===== src/rtl/morse_pkg.sv =====
// Shared types and default timing constants for the morse key classifier.
// Imported by morse_key_sync and morse_key_classifier.
package morse_pkg;

    localparam int UNIT_W = 8;

    localparam int DEF_UNIT_CYCLES     = 1000;
    localparam int DEF_DASH_UNITS      = 2;
    localparam int DEF_CHAR_GAP_UNITS  = 3;
    localparam int DEF_WORD_GAP_UNITS  = 7;
    localparam int DEF_MAX_PRESS_UNITS = 10;
    localparam int DEF_DEBOUNCE_CYCLES = 8;

    typedef enum logic [1:0] {
        IDLE,
        PRESS,
        GAP,
        STUCK
    } morse_state_e;

    typedef struct packed {
        logic dot;
        logic dash;
        logic char_space;
        logic word_space;
        logic press_err;
    } morse_pulse_t;

    function automatic logic [UNIT_W-1:0] sat_inc(
        input logic [UNIT_W-1:0] v
    );
        return (v == '1) ? v : v + 1'b1;
    endfunction

endpackage


===== src/rtl/morse_key_sync.sv =====
// Key synchronizer, optional debounce (MORSE_CLASSIFIER_DEBOUNCE_EN)
// and edge detector producing key_f, rise and fall.
module morse_key_sync
    import morse_pkg::*;
#(
    parameter int DEBOUNCE_CYCLES = DEF_DEBOUNCE_CYCLES
) (
    input  logic clk,
    input  logic rst,
    input  logic key_in,
    output logic key_f,
    output logic rise,
    output logic fall
);

    logic [1:0] sync_q;
    logic       key_s;
    logic       key_d;

    // Flops reset high so a key held through reset yields no rise.
    always_ff @(posedge clk) begin
        if (!rst) begin
            sync_q <= 2'b11;
        end else begin
            sync_q <= {sync_q[0], key_in};
        end
    end

    assign key_s = sync_q[1];

`ifdef MORSE_CLASSIFIER_DEBOUNCE_EN
    localparam int DW = $clog2(DEBOUNCE_CYCLES + 1);
    localparam logic [DW-1:0] DB_LAST = DW'(DEBOUNCE_CYCLES - 1);

    logic [DW-1:0] db_cnt;
    logic          key_db;

    always_ff @(posedge clk) begin
        if (!rst) begin
            db_cnt <= '0;
            key_db <= 1'b1;
        end else if (key_s == key_db) begin
            db_cnt <= '0;
        end else if (db_cnt == DB_LAST) begin
            db_cnt <= '0;
            key_db <= key_s;
        end else begin
            db_cnt <= db_cnt + 1'b1;
        end
    end

    assign key_f = key_db;
`else
    assign key_f = key_s;
`endif

    always_ff @(posedge clk) begin
        if (!rst) begin
            key_d <= 1'b1;
        end else begin
            key_d <= key_f;
        end
    end

    assign rise = key_f & ~key_d;
    assign fall = ~key_f & key_d;

endmodule


===== src/rtl/morse_key_classifier.sv =====
// Straight-key timing front end: classifies presses and gaps into pulses.
// Optional input debounce is enabled by MORSE_CLASSIFIER_DEBOUNCE_EN.
module morse_key_classifier
    import morse_pkg::*;
#(
    parameter int UNIT_CYCLES     = DEF_UNIT_CYCLES,
    parameter int DASH_UNITS      = DEF_DASH_UNITS,
    parameter int CHAR_GAP_UNITS  = DEF_CHAR_GAP_UNITS,
    parameter int WORD_GAP_UNITS  = DEF_WORD_GAP_UNITS,
    parameter int MAX_PRESS_UNITS = DEF_MAX_PRESS_UNITS,
    parameter int DEBOUNCE_CYCLES = DEF_DEBOUNCE_CYCLES
) (
    input  logic clk,
    input  logic rst,
    input  logic key_in,
    output logic dot_inp,
    output logic dash_inp,
    output logic char_space_inp,
    output logic word_space_inp,
    output logic press_err
);

    localparam int PW = (UNIT_CYCLES > 1) ? $clog2(UNIT_CYCLES) : 1;
    localparam logic [PW-1:0] PRESC_LAST = PW'(UNIT_CYCLES - 1);

    localparam logic [UNIT_W-1:0] DASH_U = UNIT_W'(DASH_UNITS);
    localparam logic [UNIT_W-1:0] CHAR_U = UNIT_W'(CHAR_GAP_UNITS);
    localparam logic [UNIT_W-1:0] WORD_U = UNIT_W'(WORD_GAP_UNITS);
    localparam logic [UNIT_W-1:0] MAX_U  = UNIT_W'(MAX_PRESS_UNITS);

    logic              key_f;
    logic              rise;
    logic              fall;
    logic              edge_seen;
    logic [PW-1:0]     presc;
    logic              unit_tick;
    logic [UNIT_W-1:0] units;
    logic [UNIT_W-1:0] units_next;
    morse_state_e      state_q;
    morse_state_e      state_d;
    morse_pulse_t      pulse_d;
    morse_pulse_t      pulse_q;

    morse_key_sync #(
        .DEBOUNCE_CYCLES(DEBOUNCE_CYCLES)
    ) u_sync (
        .clk   (clk),
        .rst   (rst),
        .key_in(key_in),
        .key_f (key_f),
        .rise  (rise),
        .fall  (fall)
    );

    assign edge_seen = rise | fall;
    assign unit_tick = (presc == PRESC_LAST);

    always_ff @(posedge clk) begin
        if (!rst) begin
            presc <= '0;
        end else if (edge_seen || unit_tick) begin
            presc <= '0;
        end else begin
            presc <= presc + 1'b1;
        end
    end

    always_ff @(posedge clk) begin
        if (!rst) begin
            units <= '0;
        end else if (edge_seen) begin
            units <= '0;
        end else if (unit_tick) begin
            units <= sat_inc(units);
        end
    end

    // Count including a tick landing in this very cycle, so a press of
    // exactly N units classifies as N units.
    assign units_next = unit_tick ? sat_inc(units) : units;

    always_ff @(posedge clk) begin
        if (!rst) begin
            state_q <= IDLE;
            pulse_q <= '0;
        end else begin
            state_q <= state_d;
            pulse_q <= pulse_d;
        end
    end

    always_comb begin
        state_d = state_q;
        pulse_d = '0;
        unique case (state_q)
            IDLE: begin
                if (rise) begin
                    state_d = PRESS;
                end
            end
            PRESS: begin
                if (units_next >= MAX_U) begin
                    pulse_d.press_err = 1'b1;
                    state_d           = STUCK;
                end else if (fall) begin
                    if (units_next < DASH_U) begin
                        pulse_d.dot = 1'b1;
                    end else begin
                        pulse_d.dash = 1'b1;
                    end
                    state_d = GAP;
                end
            end
            GAP: begin
                if (rise) begin
                    state_d = PRESS;
                end else if (unit_tick && units_next == WORD_U) begin
                    pulse_d.word_space = 1'b1;
                    state_d            = IDLE;
                end else if (unit_tick && units_next == CHAR_U) begin
                    pulse_d.char_space = 1'b1;
                end
            end
            STUCK: begin
                // Level test: the release may coincide with the error cycle.
                if (rise) begin
                    state_d = PRESS;
                end else if (!key_f) begin
                    state_d = IDLE;
                end
            end
            default: begin
                state_d = IDLE;
            end
        endcase
    end

    assign dot_inp        = pulse_q.dot;
    assign dash_inp       = pulse_q.dash;
    assign char_space_inp = pulse_q.char_space;
    assign word_space_inp = pulse_q.word_space;
    assign press_err      = pulse_q.press_err;

endmodule


===== config.mk =====
export PLATFORM = sky130hd
export DESIGN_NAME = morse_key_classifier
export DESIGN_NICKNAME = d
export VERILOG_FILES = /design/src/rtl/morse_pkg.sv /design/src/rtl/morse_key_sync.sv /design/src/rtl/morse_key_classifier.sv
export SDC_FILE = /design/constraint.sdc
export NUM_CORES = 1
export LEC_CHECK = 0
export CAP_MARGIN = 15
export CORE_UTILIZATION = 50
export CTS_BUF_LIST = sky130_fd_sc_hd__clkbuf_4
export DETAILED_ROUTE_END_ITERATION = 12
export PLACE_DENSITY = 0.68
export SLEW_MARGIN = 25
export SYNTH_ARGS = -nofsm -noshare
export SYNTH_HDL_FRONTEND = slang
export SYNTH_SLANG_ARGS = --single-unit

===== constraint.sdc =====
create_clock -name clk -period 1.84 [get_ports clk]
set_input_delay 0.368 -clock clk [delete_from_list [all_inputs] [get_ports clk]]
set_output_delay 0.368 -clock clk [all_outputs]
set_load 0.05 [all_outputs]

==> impl_summary.log, run 1 <==
[metrics] initial detailed-routing violation count: 44
[metrics] routability congestion estimate from global placement: 0.825
[metrics] placement-stage cell area: 1690 um2
[metrics] setup repair after global routing missed its margin: yes
[metrics] maximum VDD drop: 0.577 mV
[metrics] cell area after synthesis: 1450 um2
[metrics] relative area change from synthesis to final layout: 28.6%
[metrics] Total Negative Setup Slacks: 0 ns
[metrics] input/output buffers: 7
[metrics] ys async rst share: 0
[metrics] Total Wirelength: 2.98 mm
[metrics] IO Pins: 8
[metrics] number of placed instances with taps included: 213
[metrics] category of the most critical setup path: reg2reg
[metrics] worst slew margin relative to its limit: 0.664
[metrics] number of instances in the synthesized netlist: 162
[metrics] Critical Path Start Type: register
[metrics] Synth Warn #: 0
[metrics] final worst path period share: 0.999
[metrics] post-synthesis sequential area ratio: 0.386
[metrics] TritonCTS clock tree: done
[metrics] largest fanout of any net on the critical path: 5
[metrics] net switching share of the total power: 0.224
[metrics] final standard cell count with taps included and fillers excluded: 223
[metrics] H-tree level count: 1
[metrics] Final Skew: 0.00712 ns
[metrics] pin slew with the least headroom to its limit: 0.504 ns
[metrics] layout cells sized above 1: 0.292
[metrics] aggregate global routing overflow: 0
[metrics] Synth Net Count: 169
[metrics] Flop pwr share: 0.677
[metrics] most common flop cell mapped by yosys: dfxtp_1
[metrics] minimum clock period: 1.84 ns
[metrics] number of global-route vias before repair: 1162
[metrics] status: finished, final reports clean
[metrics] Chip Width: 55.9 um
[metrics] number of buffers added by the clock tree synthesis step: 3
[metrics] clock input transition at the sequential cells of the worst setup and hold paths: 0.15 ns
[metrics] number of failing hold endpoints at the final stage: 0
[metrics] final instance area: 1870 um2
[metrics] distinct cell type count of the synthesized netlist: 44
[metrics] number of remaining DRC errors: 0
[metrics] global-route wire length before repair: 5.10 mm
[metrics] vias per inst: 5.56
[metrics] insertion delay to the later sink of the worst-skew pair: 0.33 ns
[metrics] die area: 3120 um2
[metrics] antenna violations before repair: 0
[metrics] power density of the placed cells: 494 nW/um2
[metrics] Avg Cell Area, Syn: 8.97 um2
[metrics] clock power share: 0.277
[metrics] count of flip-flops with a built-in enable after synthesis: 0
[metrics] class of the most critical hold timing path: reg2reg
[metrics] starting density of the core: 0.527
[metrics] maximum number of pins on one net before global-route repair: 16
[metrics] Worst Hold Margin: 0.424 ns
[metrics] data arrival time of the worst path: 2.07 ns
[metrics] number of search-and-repair iterations in the first detailed-routing pass: 4
[metrics] placement row count: 19
[metrics] root buf cell: clkbuf_4
[metrics] CP endpoint kind: register
[metrics] detailed-route via count: 1240
[metrics] static leakage power: 0.776 nW
[metrics] max cap viols: 0
[metrics] internal power summed over all cells: 0.000716 W
[metrics] placeable core region: 2760 um2
[metrics] vertical die dimension: 55.9 um
[metrics] Slew Viols, Final: 0
[metrics] Detail Placement HPWL: 2.16 mm
[metrics] achievable clock frequency: 544 MHz
[metrics] detailed-route wire length per cell: 13.4 um
[metrics] Total GRT Usage: 0.206
[metrics] number of sinks handled by clock tree synthesis: 28
[metrics] switching pwr: 0.000207 W
[metrics] flop and latch count out of synthesis: 28
[metrics] final total power: 0.000922 W
[metrics] Antenna Diode Count: 0
[metrics] portion of total power attributed to combinational logic: 0.046
[metrics] maximum count of clock buffers along a single path: 2
[metrics] remaining antenna violation count after routing: 0
[metrics] final net count: 200
[metrics] Setup Viol. Count Final: 0
[metrics] Crit path required time: 2.07 ns
critical path, stage by stage, from the launching register on:
cell,delay (ns)
dfxtp_2,0.38
ha_4,0.15
nand2_4,0.05
nor4_4,0.37
mux2i_4,0.38
o211ai_1,0.13
a32o_1,0.27
repair_timing:
action	CTS	global route
pin swaps	5	7
setup endpoints to repair	8	14
setup buffers	3	3
gates resized for setup	6	22
hold buffers	0	0
cloned	0	0
stage by stage:
stage / util / setup slack (ns)
6_report: 0.677 / 0.00171
5_1_grt: 0.677 / -0.0931
2_1_floorplan: - / 0.0389
4_1_cts: 0.637 / -0.0242
3_5_place_dp: 0.612 / -0.0339
3_3_place_gp: 0.612 / 0.0277
power by group through the flow:
| stage | combinational, W | sequential [W] | clock (W) |
|---|---|---|---|
| floorplan | 0.0000249 | 0.000634 | 0 |
| global placement | 0.0000381 | 0.000634 | 0 |
| detailed placement | 0.0000394 | 0.000634 | 0 |
| CTS | 0.0000397 | 0.000622 | 0.000262 |
| global route | 0.0000486 | 0.000626 | 0.000282 |
| finish | 0.0000426 | 0.000624 | 0.000255 |
layout by cell type (no fill, tap or decap), types with 4 or more instances in the layout:
master and instances:
nand4_1 5, xnor2_1 9, nor3_1 7, nand3_1 10, buf_4 24, nand2b_1 5, dfxtp_1 19, nor2_1 24
inv_1 5, nand2_1 7, and3_1 4, dlymetal6s2s_1 4, dfxtp_2 9
synth_stat cells, types with 2 or more instances:
cell type | instances | area [um2]
o21ai_0 | 3 | 15.0
inv_1 | 5 | 18.8
nand4_1 | 5 | 31.3
buf_2 | 3 | 15.0
mux2i_1 | 3 | 30.0
nand2_1 | 8 | 30.0
nor3b_1 | 3 | 22.5
nor3_1 | 8 | 40.0
dfxtp_1 | 28 | 561
xor2_1 | 3 | 26.3
nand3_1 | 12 | 60.1
nor2_1 | 24 | 90.1
a211oi_1 | 3 | 22.5
xnor2_1 | 9 | 78.8
ha_1 | 4 | 50.1
nand2b_1 | 5 | 31.3
nor2b_1 | 4 | 25.0
and3_1 | 4 | 25.0
o211ai_1 | 2 | 15.0
a21oi_1 | 2 | 10.0
cell families (layout without fill, tap and decap cells):
logic type,after synthesis,in the layout,synth area share
simple gates,86,86,0.344
mux,4,4,0.0301
xor+xnor,12,12,0.0724
compound gates,18,18,0.0999
fa+ha+maj,4,4,0.0345
flops,28,28,0.386
buf+inv,10,40,0.0336
final timing paths:
| kind | start | end | slack (ns) | cells after the start |
|---|---|---|---|---|
| max | presc[1]$_SDFF_PP0_ | state_q[1]$_SDFFE_PN0P_ | 0.002 | 6 |
| min | u_sync.sync_q[0]$_SDFF_PN1_ | u_sync.sync_q[1]$_SDFF_PN1_ | 0.42 | 1 |
| max reg2reg | presc[1]$_SDFF_PP0_ | state_q[1]$_SDFFE_PN0P_ | 0.002 | 6 |
| min reg2reg | u_sync.sync_q[0]$_SDFF_PN1_ | u_sync.sync_q[1]$_SDFF_PN1_ | 0.42 | 1 |
layout make-up:
cell class                      instances  area [um2]
Clock buffer                            3        22.5
Clock inverter                          1        3.75
Fill cell                             213         890
Inverter                                5        18.8
Multi-Input combinational cell        124         953
Sequential cell                        28         572
Tap cell                               31        38.8
Timing Repair Buffer                   31         259
per-layer routing:
layer / track usage / vias to the layer above / share of wire
li1: - / 635 / -
met1: 0.253 / 579 / 0.44
met2: 0.367 / 19 / 0.51
met3: 0.0233 / 7 / 0.027
met4: 0.0836 / 0 / 0.019
met5: 0 / - / 0
registers in the layout, indices dropped and copies added (netlist names):
name            flops
dot_inp             1
state_q             2
dash_inp            1
u_sync.sync_q       2
units               8
presc              10
u_sync.key_d        1
press_err           1
word_space_inp      1
char_space_inp      1
(Power assumes the default switching activity.)
==> run 2: changes to the inputs <==
--- a/config.mk
+++ b/config.mk
@@ -9,7 +9,7 @@
 export CORE_UTILIZATION = 50
 export CTS_BUF_LIST = sky130_fd_sc_hd__clkbuf_4
 export DETAILED_ROUTE_END_ITERATION = 12
-export PLACE_DENSITY = 0.68
+export PLACE_DENSITY_LB_ADDON = 0.2
 export SLEW_MARGIN = 25
 export SYNTH_ARGS = -nofsm -noshare
 export SYNTH_HDL_FRONTEND = slang
==> impl_summary.log, run 2 (synthesis gave the netlist of run 1 again) <==
[metrics] status: finished, final reports clean
[metrics] top flop regs: presc (10), units (8)
[metrics] Critical Path Start Type: register
[metrics] starting density of the core: 0.527 (unchanged)
[metrics] number of buffers added by the clock tree synthesis step: 3 (unchanged)
[metrics] internal power summed over all cells: 0.000715 W (about the same)
[metrics] maximum VDD drop: 0.473 mV (-18%)
[metrics] die area: 3120 um2 (unchanged)
[metrics] root buf cell: clkbuf_4
[metrics] number of sinks handled by clock tree synthesis: 28 (unchanged)
[metrics] Total GRT Usage: 0.202 (-0.00384)
[metrics] placement row count: 19 (unchanged)
[metrics] register with the most flip-flops: presc
[metrics] vertical die dimension: 55.9 um (unchanged)
[metrics] number of global-route vias before repair: 1197 (+3.0%)
[metrics] category of the most critical setup path: reg2reg
[metrics] Setup Viol. Count Final: 0 (unchanged)
[metrics] clock power share: 0.288 (+0.011)
[metrics] class of the most critical hold timing path: reg2reg
[metrics] switching pwr: 0.000220 W (+6.6%)
[metrics] maximum number of pins on one net before global-route repair: 16 (unchanged)
[metrics] final net count: 198 (-1.0%)
[metrics] portion of total power attributed to combinational logic: 0.045 (about the same)
[metrics] final worst path period share: 0.983 (-0.0156)
[metrics] max cap viols: 0 (unchanged)
[metrics] IO Pins: 8 (unchanged)
[metrics] layout cells sized above 1: 0.284 (-0.00746)
[metrics] Crit path required time: 2.09 ns (+0.02 ns)
[metrics] number of search-and-repair iterations in the first detailed-routing pass: 4 (unchanged)
[metrics] input/output buffers: 7 (unchanged)
[metrics] Detail Placement HPWL: 2.17 mm (+0.63%)
[metrics] Slew Viols, Final: 0 (unchanged)
[metrics] global-route wire length before repair: 5.00 mm (-2.0%)
[metrics] remaining antenna violation count after routing: 0 (unchanged)
[metrics] insertion delay to the later sink of the worst-skew pair: 0.34 ns (about the same)
[metrics] Largest register FFs: 10 (unchanged)
[metrics] static leakage power: 0.737 nW (-5.1%)
[metrics] detailed-route via count: 1227 (-1.0%)
[metrics] number of failing hold endpoints at the final stage: 0 (unchanged)
[metrics] aggregate global routing overflow: 0 (unchanged)
[metrics] Total Negative Setup Slacks: 0 ns (unchanged)
[metrics] fraction of the core area covered by cells at the end of the flow: 0.663 (-0.0145)
[metrics] maximum count of clock buffers along a single path: 2 (unchanged)
[metrics] Total Wirelength: 2.97 mm (-0.54%)
[metrics] final total power: 0.000936 W (+1.4%)
[metrics] number of hold buffers added after cts: 0 (unchanged)
[metrics] Chip Width: 55.9 um (unchanged)
[metrics] data arrival time of the worst path: 2.06 ns (about the same)
[metrics] CP endpoint kind: register
[metrics] largest fanout of any net on the critical path: 5 (unchanged)
[metrics] commonest cells after routing, fill and taps aside: nor2_1 (24), buf_4 (22), dfxtp_1 (19)
[metrics] number of remaining DRC errors: 0 (unchanged)
[metrics] most common cell after layout, fill and taps aside: nor2_1
[metrics] vias per inst: 5.55 (-0.15%)
[metrics] detailed-route wire length per cell: 13.4 um (+0.36%)
[metrics] power density of the placed cells: 512 nW/um2 (+3.7%)
[metrics] Worst Hold Margin: 0.425 ns (+0.000857 ns)
[metrics] net switching share of the total power: 0.236 (+0.0114)
[metrics] initial detailed-routing violation count: 29 (-34%)
[metrics] placeable core region: 2760 um2 (unchanged)
[metrics] relative area change from synthesis to final layout: 25.8%
[metrics] TritonCTS clock tree: done
[metrics] Flop pwr share: 0.667 (-0.010)
[metrics] antenna violations before repair: 0 (unchanged)
[metrics] H-tree level count: 1 (unchanged)
[metrics] placement-stage cell area: 1690 um2 (unchanged)
[metrics] Final Skew: 0.00966 ns (+0.00253 ns)
[metrics] pin slew with the least headroom to its limit: 0.500 ns (-0.00407 ns)
[metrics] final instance area: 1830 um2 (-2.1%)
[metrics] filler cell count: 237 (+11%)
[metrics] routability congestion estimate from global placement: 0.842 (+2.1%)
[metrics] clock input transition at the sequential cells of the worst setup and hold paths: 0.14 ns (about the same)
[metrics] setup repair after global routing missed its margin: yes
[metrics] worst slew margin relative to its limit: 0.666 (+0.00272)
[metrics] minimum clock period: 1.81 ns (-0.0287 ns)
[metrics] achievable clock frequency: 553 MHz (+1.6%)
[metrics] Antenna Diode Count: 0 (unchanged)
run 2: metrics by stage:
| stage | setup slack [ns] | std cells |
|---|---|---|
| after floorplan | 0.0389 | 162 |
| after global placement | 0.0321 | 213 |
| after CTS | 0.00852 | 221 |
| after detailed placement | -0.0756 | 213 |
| after global routing | -0.0759 | 221 |
| final | 0.0304 | 221 |
run 2: repair_timing:
action	CTS	global route
setup buffers	4	0
gates resized for setup	11	13
pin swaps	3	1
setup endpoints to repair	8	10
run 2: layer usage:
layer | share of wire | track usage | up-vias
li1 | - | - | 632
met3 | 0.037 | 0.0279 | 9
met5 | 0 | 0 | -
met1 | 0.45 | 0.235 | 557
met4 | 0.021 | 0.0906 | 0
met2 | 0.49 | 0.367 | 29
run 2: final cells by class:
cell class | count | area [um2] | share of cell area
tap | 31 | 38.8 | 0.0212
inverter | 5 | 18.8 | 0.0103
sequential | 28 | 572 | 0.313
clock buffer | 3 | 22.5 | 0.0123
multi-input combinational | 124 | 936 | 0.512
clock inverter | 1 | 3.75 | 0.00205
timing repair buffer | 29 | 236 | 0.129
run 2: path summary, 6_finish.rpt:
path                               startpoint                          end  slack [ns]  cells after the start
hold reg to reg   u_sync.sync_q[0]$_SDFF_PN1_  u_sync.sync_q[1]$_SDFF_PN1_        0.43                      1
hold / removal    u_sync.sync_q[0]$_SDFF_PN1_  u_sync.sync_q[1]$_SDFF_PN1_        0.43                      1
setup / recovery          units[0]$_SDFF_PP0_      state_q[0]$_SDFFE_PN0P_        0.03                      7
setup reg to reg          units[0]$_SDFF_PP0_      state_q[0]$_SDFFE_PN0P_        0.03                      7
run 2: power groups by stage:
stage	sequential, W	combinational, W	clock (W)
3_5_place_dp	0.000634	0.0000401	0
6_report	0.000624	0.0000422	0.000269
3_3_place_gp	0.000634	0.0000382	0
4_1_cts	0.000621	0.0000402	0.000269
2_1_floorplan	0.000634	0.0000249	0
5_1_grt	0.000626	0.0000470	0.000295
run 2: worst max-delay path, stage by stage, from the launching register on:
cell	delay [ns]
dfxtp_2	0.38
ha_4	0.16
nand3_4	0.11
nor4_4	0.33
mux2i_4	0.36
buf_4	0.15
o2111a_1	0.18
o21ai_1	0.06
==> run 3: changes to the inputs <==
--- a/config.mk
+++ b/config.mk
@@ -9,6 +9,7 @@
 export CORE_UTILIZATION = 50
 export CTS_BUF_LIST = sky130_fd_sc_hd__clkbuf_4
 export DETAILED_ROUTE_END_ITERATION = 12
+export MAX_ROUTING_LAYER = met4
 export PLACE_DENSITY_LB_ADDON = 0.2
 export SLEW_MARGIN = 25
 export SYNTH_ARGS = -nofsm -noshare
==> impl_summary.log, run 3 (synthesis gave the netlist of run 1 again) <==
[metrics] power density of the placed cells: 511 nW/um2 (about the same)
[metrics] final total power: 0.000935 W (about the same)
[metrics] number of remaining DRC errors: 0 (unchanged)
[metrics] number of global-route vias before repair: 1198 (+0.084%)
[metrics] clock power share: 0.287 (about the same)
[metrics] achievable clock frequency: 552 MHz (about the same)
[metrics] Final Skew: 0.00972 ns (+0.0000625 ns)
[metrics] minimum clock period: 1.81 ns (+0.000411 ns)
[metrics] kind of cell with the highest combined delay on the critical path: simple AND/OR/NAND/NOR gates
[metrics] worst flop-to-flop path endpoint: state_q[0]$_SDFFE_PN0P_
[metrics] capture endpoint of the worst hold path: u_sync.sync_q[1]$_SDFF_PN1_
[metrics] Antenna Diode Count: 0 (unchanged)
[metrics] pre-CTS worst setup slack: -0.0756 ns (unchanged)
[metrics] Slew Viols, Final: 0 (unchanged)
[metrics] fraction of the core area covered by cells at the end of the flow: 0.663 (unchanged)
[metrics] status: finished, final reports clean
[metrics] placement row count: 19 (unchanged)
[metrics] CP endpoint kind: register
[metrics] layout cells sized above 1: 0.284 (unchanged)
[metrics] pin slew with the least headroom to its limit: 0.500 ns (-0.000000477 ns)
[metrics] top flop regs: presc (10), units (8)
[metrics] maximum VDD drop: 0.473 mV (about the same)
[metrics] peak per-stage delay on the critical path: 0.38 ns (about the same)
[metrics] final worst setup slack: 0.0300 ns (-0.000411 ns)
[metrics] CP Buf/Inv Count: 1 (unchanged)
[metrics] cell depth of the worst min-delay path: 1 (unchanged)
[metrics] detailed-route wire length per cell: 13.4 um (-0.17%)
[metrics] met1 routing resource usage after global routing: 0.235 (unchanged)
[metrics] number of search-and-repair iterations in the first detailed-routing pass: 4 (unchanged)
[metrics] commonest cells after routing, fill and taps aside: nor2_1 (24), buf_4 (22), dfxtp_1 (19)
[metrics] relative area change from synthesis to final layout: 25.8% (unchanged)
[metrics] number of hold buffers added after cts: 0 (unchanged)
[metrics] most common cell after layout, fill and taps aside: nor2_1
[metrics] insertion delay to the later sink of the worst-skew pair: 0.34 ns (about the same)
[metrics] internal power summed over all cells: 0.000715 W (about the same)
[metrics] Critical Path Start Type: register
[metrics] worst hold start: u_sync.sync_q[0]$_SDFF_PN1_
[metrics] die area: 3120 um2 (unchanged)
[metrics] Total GRT Usage: 0.208 (+0.00572)
[metrics] category of the most critical setup path: reg2reg
[metrics] placeable core region: 2760 um2 (unchanged)
[metrics] number of cells traversed by the worst register-to-register path: 7 (unchanged)
[metrics] met2 layer usage reported by global route: 0.367 (unchanged)
[metrics] switching pwr: 0.000220 W (-0.28%)
[metrics] static leakage power: 0.737 nW (unchanged)
[metrics] R2R Path Start: units[0]$_SDFF_PP0_
[metrics] Flop pwr share: 0.668 (about the same)
[metrics] final worst path period share: 0.984 (about the same)
[metrics] number of sinks handled by clock tree synthesis: 28 (unchanged)
[metrics] number of buffers added by the clock tree synthesis step: 3 (unchanged)
[metrics] remaining antenna violation count after routing: 0 (unchanged)
[metrics] placement-stage cell area: 1690 um2 (unchanged)
[metrics] Setup Viol. Count Final: 0 (unchanged)
[metrics] Detail Placement HPWL: 2.17 mm (unchanged)
[metrics] H-tree level count: 1 (unchanged)
[metrics] Chip Width: 55.9 um (unchanged)
[metrics] IO Pins: 8 (unchanged)
[metrics] portion of total power attributed to combinational logic: 0.045 (about the same)
[metrics] TritonCTS clock tree: done
[metrics] max cap viols: 0 (unchanged)
[metrics] class of the most critical hold timing path: reg2reg
[metrics] root buf cell: clkbuf_4
[metrics] vertical die dimension: 55.9 um (unchanged)
[metrics] vias per inst: 5.55 (unchanged)
[metrics] slowest cell on the critical path: dfxtp_2
[metrics] initial detailed-routing violation count: 27 (-6.9%)
[metrics] final net count: 198 (unchanged)
[metrics] chain of cells forming the critical path: ha_4, nand3_4, nor4_4, mux2i_4, buf_4, o2111a_1, o21ai_1
[metrics] clock input transition at the sequential cells of the worst setup and hold paths: 0.14 ns (about the same)
[metrics] Crit path required time: 2.09 ns (about the same)
[metrics] Total Wirelength: 2.96 mm (-0.17%)
[metrics] global-route wire length before repair: 5.00 mm (unchanged)
[metrics] Total Negative Setup Slacks: 0 ns (unchanged)
[metrics] setup repair after global routing missed its margin: yes
[metrics] register-to-register setup slack: 0.03 ns (about the same)
[metrics] register with the most flip-flops: presc
[metrics] number of failing hold endpoints at the final stage: 0 (unchanged)
[metrics] routability congestion estimate from global placement: 0.856 (+1.6%)
[metrics] input/output buffers: 7 (unchanged)
[metrics] maximum count of clock buffers along a single path: 2 (unchanged)
[metrics] detailed-route via count: 1227 (unchanged)
[metrics] final instance area: 1830 um2 (unchanged)
[metrics] data arrival time of the worst path: 2.06 ns (about the same)
[metrics] antenna violations before repair: 0 (unchanged)
[metrics] largest fanout of any net on the critical path: 5 (unchanged)
[metrics] met3 routing resource usage after global routing: 0.0279 (unchanged)
[metrics] aggregate global routing overflow: 0 (unchanged)
[metrics] starting density of the core: 0.527 (unchanged)
[metrics] maximum number of pins on one net before global-route repair: 16 (unchanged)
[metrics] busiest layer in global routing: met2
[metrics] worst slew margin relative to its limit: 0.666 (unchanged)
[metrics] net switching share of the total power: 0.235 (-0.000498)
[metrics] Largest register FFs: 10 (unchanged)
==> run 3: layout make-up <==
type | count | area (um2)
Multi-Input combinational cell | 124 | 936
Fill cell | 237 | 930
Sequential cell | 28 | 572
Timing Repair Buffer | 29 | 236
Tap cell | 31 | 38.8
Clock buffer | 3 | 22.5
Inverter | 5 | 18.8
Clock inverter | 1 | 3.75
==> run 3: routing by layer <==
metal  part of all wire  wire length, um
met1               0.45             1330
met2               0.49             1460
met3              0.038              113
met4              0.020               59
met5                  0                0
==> run 3: through the flow <==
step	hold WS, ns	std cells
final	0.425	221
after global routing	0.439	221
after CTS	0.427	221
after detailed placement	0.393	213
after global placement	0.394	213
after floorplan	0.386	162
==> run 3: what timing repair did <==
item / 4_1_cts / 5_1_grt
resized for setup: 11 / 13
endpoints found under the setup margin: 8 / 10
pin swaps: 3 / 1
setup buffers: 4 / 0
==> run 3: worst reg2reg max path: stages, from the launching register on <==
cell      delay, ns
dfxtp_2        0.38
ha_4           0.16
nand3_4        0.11
nor4_4         0.33
mux2i_4        0.36
buf_4          0.15
o2111a_1       0.18
o21ai_1        0.06
==> run 3: power groups by stage <==
stage	Sequential [W]	Combinational, W	Clock, W
global placement	0.000634	0.0000382	0
finish	0.000624	0.0000423	0.000268
CTS	0.000621	0.0000402	0.000269
floorplan	0.000634	0.0000249	0
detailed placement	0.000634	0.0000401	0
global route	0.000626	0.0000470	0.000295
==> run 3: worst max-delay path by stage <==
| stage | from | to | depth (start not counted) |
|---|---|---|---|
| after floorplan | units[0]$_SDFF_PP0_ | state_q[1]$_SDFFE_PN0P_ | 6 |
| after global placement | presc[0]$_SDFF_PP0_ | state_q[1]$_SDFFE_PN0P_ | 6 |
| after CTS | units[0]$_SDFF_PP0_ | state_q[0]$_SDFFE_PN0P_ | 7 |
| after detailed placement | presc[0]$_SDFF_PP0_ | state_q[1]$_SDFFE_PN0P_ | 6 |
| after global routing | units[0]$_SDFF_PP0_ | state_q[0]$_SDFFE_PN0P_ | 7 |
| final | units[0]$_SDFF_PP0_ | state_q[0]$_SDFFE_PN0P_ | 7 |
==> variant, RTL diff (config.mk and constraints of run 2) <==
Re-encode `morse_state_e` (4 states) as one-hot, 4 bits wide.
--- a/src/rtl/morse_pkg.sv
+++ b/src/rtl/morse_pkg.sv
@@ -12,9 +12,9 @@
     localparam int DEF_DEBOUNCE_CYCLES = 8;
 
-    typedef enum logic [1:0] {
-        IDLE,
-        PRESS,
-        GAP,
-        STUCK
+    typedef enum logic [3:0] {
+        IDLE  = 4'b0001,
+        PRESS = 4'b0010,
+        GAP   = 4'b0100,
+        STUCK = 4'b1000
     } morse_state_e;
 
Behaviour: no difference found for any inputs over 10 cycles, from zero or initial values and one cycle with rst low; not proved beyond that.
==> variant against run 2 <==
The run now ends with DRC, setup timing left; die area rose by 3.6%; critical path depth rose by 2; clock power rose by 42%; area after synthesis rose by 3.7%; clock skew fell by 0.58 ps; wire length rose by 39%; setup slack got worse by 240 ps; power rose by 18%; design area rose by 21%; core utilization rose by 12 points; sequential cell count rose by 2; maximum frequency fell by 12%; critical path type unchanged; critical endpoint is now state_q[2]; largest power group unchanged; highest routed layer unchanged.
==> variant: results <==
[run_status]
outcome = complete, but fails checks
failed_checks = DRC, setup timing

[layout]
nNetsFinal = 227
fin_cells = 252
drive_gt1_share_pct = 39.8
reg.largest.list = presc: 10 flops, units: 8 flops, state_q: 4 flops

[timing]
setup_violations = 13
fin_ws_ps = -214
fin_skew_ps = 9.07
tightest_slew_ps = 509

[place]
gp_congestion = 0.910
dpl.cell_count = 235

[power_and_ir_drop]
leakagePower_uw = 0.000953
ir_worst_vdd_mv = 0.600
swShare_pct = 25.2

[route]
drc = 2
drt_first_pass_iters = 8

[clock_tree]
htree_levels = 2
cts_buffers = 5

[critical_path]
cp_max_fo = 4
cp.arrival_ps = 2290
r2r_cells = 9

[logic_synthesis]
ys_top_cells_by_count = dfxtp_1 (30), nor2_1 (20), nand2_1 (15)
syn_avg_cell_area_um2 = 8.76
yosysSeqAreaShare_pct = 39.9
syn_nets = 179
yosys-top-cells-area = dfxtp_1 (40%), nor2_1 (5.0%), nand2_1 (3.7%), xnor2_1 (3.5%), ha_1 (3.3%)

[global_route]
grt_first_pass_wirelength_um = 6300
grt_pass1_vias = 1507
grt_usage_pct = 26.2
grt_max_degree = 11
## variant: cell count changes in the layout (fill, tap and decap cells not counted), moves of 4 or more
cell            run 2  this run
buf_6               0         5
xnor2_1             9         4
nand3_1            10         6
o21ai_0             3        10
nor3_1              7         2
nand2_1             7        14
buf_4              22        32
nor2_1             24        17
## variant: layer usage
layer / GRT usage, % / wire length (um)
met1: 23.8 / 1560
met2: 47.7 / 2200
met5: 0 / 0
met3: 7.83 / 166
met4: 20.6 / 189
## variant: final timing paths
kind | start | slack, ps | endpoint
max | presc[1] | -210 | state_q[2]
min | u_sync.sync_q[0] | 420 | u_sync.sync_q[1]
max reg2reg | presc[1] | -210 | state_q[2]
min reg2reg | u_sync.sync_q[0] | 420 | u_sync.sync_q[1]
## variant: cell type report
class	count	area (um^2)	area share, %
clock inverter	3	16.3	0.737
timing repair buffer	45	399	18.1
sequential	30	612	27.7
multi-input combinational	133	1080	49.1
inverter	5	18.8	0.851
clock buffer	5	37.5	1.70
tap	31	38.8	1.76
## variant: through the flow
stage | util, % | area [um^2]
final | 78.6 | 2210
after global routing | 78.6 | 2210
after CTS | 73.7 | 2070
after detailed placement | 66.7 | 1870
after global placement | 66.7 | 1870
after floorplan | - | 1560
## variant: critical path, cell delays in order, from the launching register on
cell      delay, ps
dfxtp_2         370
ha_4            130
nand3b_1         90
buf_6           150
or3_4           370
buf_4           150
buf_4           140
nor3_2          220
and3_4          230
o22ai_1          70
## variant: logic make-up (layout without fill, tap and decap cells)
| family | after synthesis | count (layout) | synth area share, % |
|---|---|---|---|
| AO/OA/AOI/OAI | 27 | 27 | 12.6 |
| XOR/XNOR | 11 | 11 | 6.40 |
| adder cells (fa/ha/maj) | 4 | 4 | 3.32 |
| buffers and inverters | 9 | 58 | 2.41 |
| flip-flops | 30 | 30 | 39.9 |
| multiplexers | 6 | 6 | 4.07 |
| AND/OR/NAND/NOR | 85 | 85 | 31.3 |
## variant: timing repair
action	in CTS	in global routing
pin swaps	14	8
buffers inserted	9	2
endpoints found under the setup margin	13	27
endpoints found under the hold margin	0	0
resized for setup	13	30
## variant: power by group through the flow
| stage | logic, uW | clock network, uW | registers, uW |
|---|---|---|---|
| after floorplan | 27.2 | 0 | 681 |
| after global placement | 44.1 | 0 | 681 |
| after detailed placement | 45.9 | 0 | 682 |
| after CTS | 47.3 | 390 | 667 |
| after global routing | 57.7 | 414 | 668 |
| final | 49.8 | 383 | 667 |
